**config.mk**
```make
export PLATFORM = sky130hd
export DESIGN_NAME = stepper_phase_decoder
export DESIGN_NICKNAME = d
export VERILOG_FILES = /design/src/rtl/stepper_phase_decoder.sv
export SDC_FILE = /design/constraint.sdc
export NUM_CORES = 1
export LEC_CHECK = 0
export BUFFER_PORTS_ARGS = -buffer_cell sky130_fd_sc_hd__buf_2
export CORE_MARGIN = 5
export CORE_UTILIZATION = 45
export DETAILED_ROUTE_END_ITERATION = 12
export GPL_TIMING_DRIVEN = 0
export MAX_ROUTING_LAYER = met4
export PLACE_DENSITY = 0.72
export SYNTH_ARGS = -nofsm -noshare
export SYNTH_HDL_FRONTEND = slang
export SYNTH_SLANG_ARGS = --single-unit
```
**constraint.sdc**
```tcl
create_clock -name clk -period 4.2 [get_ports clk]
set_input_delay 0.42 -clock clk [delete_from_list [all_inputs] [get_ports clk]]
set_output_delay 0.42 -clock clk [all_outputs]
set_load 0.02 [all_outputs]
```
**src/rtl/stepper_phase_decoder.sv**
```systemverilog
// Receive-side decoder for a two-phase-on 4-phase stepper coil pattern.
// Recovers step events, direction and signed position; flags skips, illegal patterns and stalls.
module stepper_phase_decoder #(
  parameter int POS_W       = 16,
  parameter int SYNC_STAGES = 2,
  parameter int STALL_W     = 16,
  parameter int STALL_LIMIT = 50000
) (
  input  logic             clk,
  input  logic             rst_n,
  input  logic [3:0]       coil_in,
  input  logic             clr_pos,
  output logic [POS_W-1:0] pos,
  output logic             step_pulse,
  output logic             dir_out,
  output logic             locked,
  output logic             err_pulse,
  output logic [7:0]       err_count,
  output logic             stalled
);

  typedef enum logic {
    ST_UNLOCKED = 1'b0,
    ST_LOCKED   = 1'b1
  } state_e;

  localparam logic [STALL_W-1:0] STALL_MAX = STALL_W'(STALL_LIMIT);

  logic [3:0]         sync_q [SYNC_STAGES];
  logic [3:0]         sync_d [SYNC_STAGES];
  logic [3:0]         cs;
  state_e             state_q, state_d;
  logic [1:0]         last_phase_q, last_phase_d;
  logic [POS_W-1:0]   pos_q, pos_d;
  logic               step_q, step_d;
  logic               dir_q, dir_d;
  logic               err_q, err_d;
  logic [7:0]         err_count_q, err_count_d;
  logic [STALL_W-1:0] timer_q, timer_d;
  logic               stalled_q, stalled_d;
  logic [1:0]         phase;
  logic               phase_valid;
  logic               idle;
  logic [1:0]         delta;

  always_comb begin
    sync_d[0] = coil_in;
    for (int unsigned i = 1; i < SYNC_STAGES; i++) begin
      sync_d[i] = sync_q[i-1];
    end
  end

  assign cs = sync_q[SYNC_STAGES-1];

  always_comb begin
    phase       = '0;
    phase_valid = 1'b1;
    idle        = 1'b0;
    case (cs)
      4'b1001: phase = 2'd0;
      4'b1100: phase = 2'd1;
      4'b0110: phase = 2'd2;
      4'b0011: phase = 2'd3;
      4'b0000: begin
        phase_valid = 1'b0;
        idle        = 1'b1;
      end
      default: phase_valid = 1'b0;
    endcase
  end

  // Two-bit subtraction gives the forward phase distance modulo 4.
  assign delta = phase - last_phase_q;

  always_comb begin
    state_d      = state_q;
    last_phase_d = last_phase_q;
    pos_d        = pos_q;
    step_d       = 1'b0;
    dir_d        = dir_q;
    err_d        = 1'b0;
    err_count_d  = err_count_q;
    timer_d      = timer_q;
    stalled_d    = 1'b0;

    case (state_q)
      ST_UNLOCKED: begin
        if (phase_valid) begin
          state_d      = ST_LOCKED;
          last_phase_d = phase;
        end
      end
      ST_LOCKED: begin
        if (phase_valid) begin
          last_phase_d = phase;
          case (delta)
            2'd1: begin
              step_d = 1'b1;
              dir_d  = 1'b0;
              pos_d  = pos_q + POS_W'(1);
            end
            2'd3: begin
              step_d = 1'b1;
              dir_d  = 1'b1;
              pos_d  = pos_q - POS_W'(1);
            end
            2'd2:    err_d = 1'b1;
            default: ;
          endcase
        end else if (!idle) begin
          err_d   = 1'b1;
          state_d = ST_UNLOCKED;
        end
      end
    endcase

    if (err_d && (err_count_q != 8'hFF)) begin
      err_count_d = err_count_q + 8'd1;
    end

    // Clear overrides the counters only; pulses and direction still reflect this cycle.
    if (clr_pos) begin
      pos_d       = '0;
      err_count_d = '0;
    end

    if ((state_d == ST_UNLOCKED) || step_d) begin
      timer_d = '0;
    end else if (timer_q != STALL_MAX) begin
      timer_d = timer_q + STALL_W'(1);
    end
    stalled_d = (timer_d == STALL_MAX);
  end

  always_ff @(posedge clk or negedge rst_n) begin
    if (!rst_n) begin
      for (int unsigned i = 0; i < SYNC_STAGES; i++) begin
        sync_q[i] <= '0;
      end
      state_q      <= ST_UNLOCKED;
      last_phase_q <= '0;
      pos_q        <= '0;
      step_q       <= 1'b0;
      dir_q        <= 1'b0;
      err_q        <= 1'b0;
      err_count_q  <= '0;
      timer_q      <= '0;
      stalled_q    <= 1'b0;
    end else begin
      for (int unsigned i = 0; i < SYNC_STAGES; i++) begin
        sync_q[i] <= sync_d[i];
      end
      state_q      <= state_d;
      last_phase_q <= last_phase_d;
      pos_q        <= pos_d;
      step_q       <= step_d;
      dir_q        <= dir_d;
      err_q        <= err_d;
      err_count_q  <= err_count_d;
      timer_q      <= timer_d;
      stalled_q    <= stalled_d;
    end
  end

  assign pos        = pos_q;
  assign step_pulse = step_q;
  assign dir_out    = dir_q;
  assign locked     = (state_q == ST_LOCKED);
  assign err_pulse  = err_q;
  assign err_count  = err_count_q;
  assign stalled    = stalled_q;

endmodule
```
### Word level (Yosys, flattened, before mapping)

Cells that the tools add are included.
W data, S select, Z words.

| storage, ports and cells | value |
|---|---|
| input bits | 7 |
| word-level logic and storage cells | 64 |
| output and inout port bits | 29 |
| flip-flop bits (word level) | 55 |

| cells by class | value |
|---|---|
| muxes and demuxes | 24 |
| equal/unequal tests | 10 |
| bitwise operators | 2 |
| reductions and logical operators | 12 |
| add/sub/neg operators | 5 |

Operators by type and width:

| kind | number |
|---|---|
| $mux W16 | 5 |
| $add A16 B1 Y16 const B | 2 |
| $pmux W16 S2 | 1 |
| $eq A16 B16 Y1 const B | 1 |
| $mux W8 | 2 |
| $ne A16 B16 Y1 const B | 1 |
| $sub A16 B1 Y16 const B | 1 |
| $mux W1 | 12 |
| $add A8 B1 Y8 const B | 1 |
| $eq A4 B4 Y1 const B | 2 |
| $ne A8 B8 Y1 const B | 1 |
| $reduce_bool A2 Y1 | 4 |
| $pmux W2 S3 | 1 |
| $reduce_and A3 Y1 | 2 |
| $eq A2 B2 Y1 const B | 2 |
| $eq A4 B2 Y1 const B | 1 |
| $eq A4 B3 Y1 const B | 1 |
| $logic_not A4 Y1 | 1 |
| $pmux W1 S2 | 2 |
| $reduce_or A4 Y1 | 1 |
| $reduce_bool A3 Y1 | 1 |
| $eq A2 B1 Y1 const B | 1 |
| $mux W2 | 1 |
| $not A1 Y1 | 2 |
| other kinds (4) | 4 |

### Depth between registers and ports, before layout

| logic depth | value |
|---|---|
| depth in word-level cells | 11 |
| gate-level depth with buffers | 17 |
| gate-level depth less buffers | 16 |

### Worst setup path after synthesis

OpenSTA, ideal clock, no wires.

| timing | value |
|---|---|
| kind | register to register |
| start point | register sync_q, in the netlist cs[3] |
| end point | register pos_q[8], in the netlist pos[8] |
| arrival | 3,286 ps |
| data required time | 4,068 ps |
| path slack | 782 ps |
| stages on the path, launching flop included | 18 |
| period minus slack after synthesis | 3,418 ps |
| buffers on the path | 1 |
| library setup time | 132 ps |
| path through | dfrtp_1 -> clkbuf_1 -> nand2_1 -> nor3_1 -> a31oi_1 -> ha_1 -> xnor2_1 -> a211oi_2 -> nor2_4 -> clkinv_4 -> xnor2_1 -> ha_1 -> nor3_1 -> nand2_1 -> a2111oi_1 -> o21ai_1 -> xor2_1 -> nor2_1 |

| between the ends | value |
|---|---|
| longest elaborated chain between the ends | 8 |
| elaborated cells between the ends (all ways) | 17 |
| those cells by class | 1 x add/sub; 6 x eq/ne; 6 x mux; 4 x reduce/logical |

Ends and longest elaborated chain:

| item | RTL line | text |
|---|---|---|
| start: declaration | 29 | `logic [3:0] sync_q [SYNC_STAGES];` |
| start signal: indexed assignment | 151 | `sync_q[i] <= sync_d[i];` |
| $eq A4 B2 Y1, or another cell as far along | 59 | `case (cs)` |
| $pmux W2 S3 | 59 |  |
| $sub A2 B2 Y2 | 73 | `assign delta = phase - last_phase_q;` |
| $eq A2 B2 Y1 or $eq A2 B1 Y1 (tied branches) | 96 | `case (delta)` |
| $pmux W16 S2 | 96 |  |
| $mux W16 | 94 | `if (phase_valid) begin` |
| $mux W16 | 86 | `case (state_q)` |
| $mux W16 | 122 | `if (clr_pos) begin` |
| end signal: assignment | 155 | `pos_q <= pos_d;` |
| end: declaration | 34 | `logic [POS_W-1:0] pos_q, pos_d;` |

Several ways; a longest one is shown, not always the timed one. The select of a mux whose other input is x is not followed.
A chain may end at the register's enable or synchronous reset.

### Worst setup path after layout

| timing | value |
|---|---|
| start point | register sync_q, in the netlist cs[2] |
| end point | register pos_q[15], in the netlist pos[15] |

Same word-level chain as after synthesis.

==> results.txt <==
Status - complete, no violations
Die area - 9350 um2
Post-Syn Nets - 379
TritonCTS buffer count - 5
CTS tree - yes
Fmax - 271 MHz
Core area - 7290 um2
Seq cells post-synth - 55
Initial Utilization - 46.4%
EDFF count, synth - 0
Clock Latency Late Sink - 0.31 ns
First-pass GRT wire length - 12900 um
Gpl congestion - 0.918
Tot GR Track Use - 16.5%
Synth-to-layout area growth - 12.6%
IO buf count - 34
Final WS setup - 0.506 ns
Drt initial violations - 128
Slowest CP cell - nor4_1
Worst Path Arrival - 3.89 ns
Seq/Total Area, Yosys - 40.7%
Share of cells above drive strength 1 - 14.7%
Initial antenna violation count - 0
Startpoint Class - flip-flop
Max stage delay on crit path - 0.45 ns
Finish-stage setup viols - 0
Clock buffer depth - 2
Pwr dens - 291 nW/um2
VDD IR max - 0.217 mV
Min-delay worst type - in -> async
Setup total negative slack - 0 ns
Final HPWL DP - 5370 um
Clock slew at reported path FFs - 0.10 ns
Hold_buf cts - 0
FF-to-FF Start - cs[2]
Most used DFF post-synth - dfrtp_1
Die outline height - 96.7 um
Post-layout min period - 3.69 ns
Crit end category - flip-flop
Register-to-register setup slack - 0.51 ns
Worst slack at placement - 0.248 ns
Row cnt - 31
Vias per inst - 5.66
RSZ-0062 raised after global routing - no
Routed WL - 7610 um
Detail Route Antenna Nets - 0
Antenna cell count - 0
Average wire per standard cell - 15.0 um
Power, Total - 1110 uW
CP Max Fanout - 10
Vias - 2862
Pleak - 0.00166 uW
Kind of critical path - reg -> reg
Top Ports - 36
Final Skew - 0.00894 ns
Syn_area_per_cell - 9.27 um2
Worst-Margin Slew - 0.962 ns
CP Buf/Inv Count - 2
YS warnings - 0
Synthesized area - 3380 um2
Horiz. Die Dim - 96.7 um
Number of global-route vias before repair - 2712
H-tree depth - 2
Top delay family on crit path - simple AND/OR/NAND/NOR gates
Worst path cell trace - buf_6 -> nor2_1 -> a31oi_1 -> ha_1 -> xnor2_1 -> a211oi_4 -> nor2_4 -> clkinv_4 -> ha_1 -> nand3b_1 -> o211a_1 -> nor4_1 -> mux2_1
Clock Sinks - 55
Asr flop ratio synth - 100%
TritonRoute pass-1 iters - 6
Overflow after GRT - 0
Crit share post-route - 88.0%
Worst EP required - 4.39 ns
Synth unique cells - 63
Post-Synthesis Cells - 365
Worst setup startpoint - cs[2]
Cell mode on critical path - ha_1
Clock Root Buffer - clkbuf_8
Final count of hold timing violations - 0
Largest net degree at the start of global routing - 56
Slew Limit Fails - 0
Slew margin rel. - 35.1%
Nets@finish - 421
Number of remaining DRC errors - 0
Max-cap check violation count - 0
layout make-up:
class                           count  area [um2]
Multi-Input combinational cell    281        1880
Sequential cell                    55        1380
Fill cell                         709        3480
Buffer                             16        83.8
Clock buffer                        5        68.8
Inverter                           11        46.3
Clock inverter                      2        37.5
Timing Repair Buffer               37         195
Tap cell                           99         124
path summary, 6_finish.rpt:
kind / end / depth (start not counted)
max: pos[15] / 13
min: pos[10] / 1
max reg2reg: pos[15] / 13
min reg2reg: cs[3] / 0
max in group asynchronous: timer_q[15] / 1
min in group clk: sync_d[0] / 1
cell usage after synthesis, types with 4 or more instances:
master	number	share of area, %
dfrtp_1	55	41
nor2_1	45	5.0
a21oi_1	20	3.0
nand2_1	19	2.1
xor2_1	19	4.9
xnor2_1	16	4.1
nand3_1	15	2.2
and3_1	13	2.4
clkbuf_1	13	1.4
inv_1	10	1.1
o21ai_1	10	1.5
nand4_1	9	1.7
nor3_1	9	1.3
ha_1	7	2.6
or3_1	7	1.3
a31oi_1	6	1.1
nor2b_1	5	0.92
nor4b_1	5	1.3
o21ai_0	5	0.74
and2_1	4	0.74
and4_1	4	1.0
mux2i_1	4	1.2
nand2b_1	4	0.74
nor4_1	4	0.74
logic make-up (layout without fill, tap and decap cells):
logic type	after synthesis	after routing	synth area share, %
multiplexers	7	7	2.18
AND/OR/NAND/NOR	161	161	26.5
AO/OA/AOI/OAI	68	68	13.3
XOR/XNOR	37	37	10.4
buffers and inverters	29	71	4.07
flip-flops	55	55	40.7
adder cells (fa/ha/maj)	8	8	2.89
what timing repair did:
action                     in CTS  in global routing
resized for setup               0                  1
setup endpoints to repair       0                  3
buffers inserted                0                  3
layout by cell type (no fill, tap or decap), types with 4 or more instances in the layout:
cell	Yosys	routed
dfrtp_1	55	55
nor2_1	45	45
buf_2	1	34
a21oi_1	20	20
xor2_1	19	19
nand2_1	19	19
xnor2_1	16	16
nand3_1	15	15
and3_1	13	13
clkbuf_1	13	11
inv_1	10	10
o21ai_1	10	10
nor3_1	9	9
nand4_1	9	9
or3_1	7	7
ha_1	7	7
a31oi_1	6	6
nor2b_1	5	5
o21ai_0	5	5
nor4b_1	5	5
clkbuf_8	0	5
nand2b_1	4	4
and4_1	4	4
and2_1	4	4
mux2i_1	4	4
nor4_1	4	4
buf_4	0	4
power breakdown:
| group | leakage (uW) | switching (uW) | internal [uW] | total (uW) |
|---|---|---|---|---|
| Combinational | 0.000870 | 126 | 70.6 | 197 |
| Sequential | 0.000743 | 18.9 | 546 | 565 |
| Clock | 0.0000502 | 173 | 175 | 347 |
| Total | 0.00166 | 318 | 791 | 1110 |
metal layers:
| layer | vias up | wire, um | GRT usage [%] |
|---|---|---|---|
| li1 | 1396 | - | - |
| met1 | 1380 | 3440 | 21.5 |
| met2 | 84 | 3730 | 27.0 |
| met3 | 2 | 412 | 3.09 |
| met4 | 0 | 28 | 3.13 |
| met5 | - | 0 | - |
through the flow:
stage,hold WS [ns],util [%],area [um2],std cells
after CTS,0.203,51.9,3780,505
after floorplan,0.124,-,3380,365
after global routing,0.196,52.2,3810,506
after detailed placement,0.335,50.4,3680,498
final,0.139,52.2,3810,506
after global placement,0.332,50.4,3680,498
registers in the layout, summed over array words and instances, names as in the netlist:
| signal | flops |
|---|---|
| dir_out | 1 |
| sync_d | 4 |
| timer_q | 16 |
| err_count | 8 |
| locked | 1 |
| step_pulse | 1 |
| cs | 4 |
| err_pulse | 1 |
| stalled | 1 |
| pos | 16 |
| last_phase_q | 2 |
(Power assumes the default switching activity.)
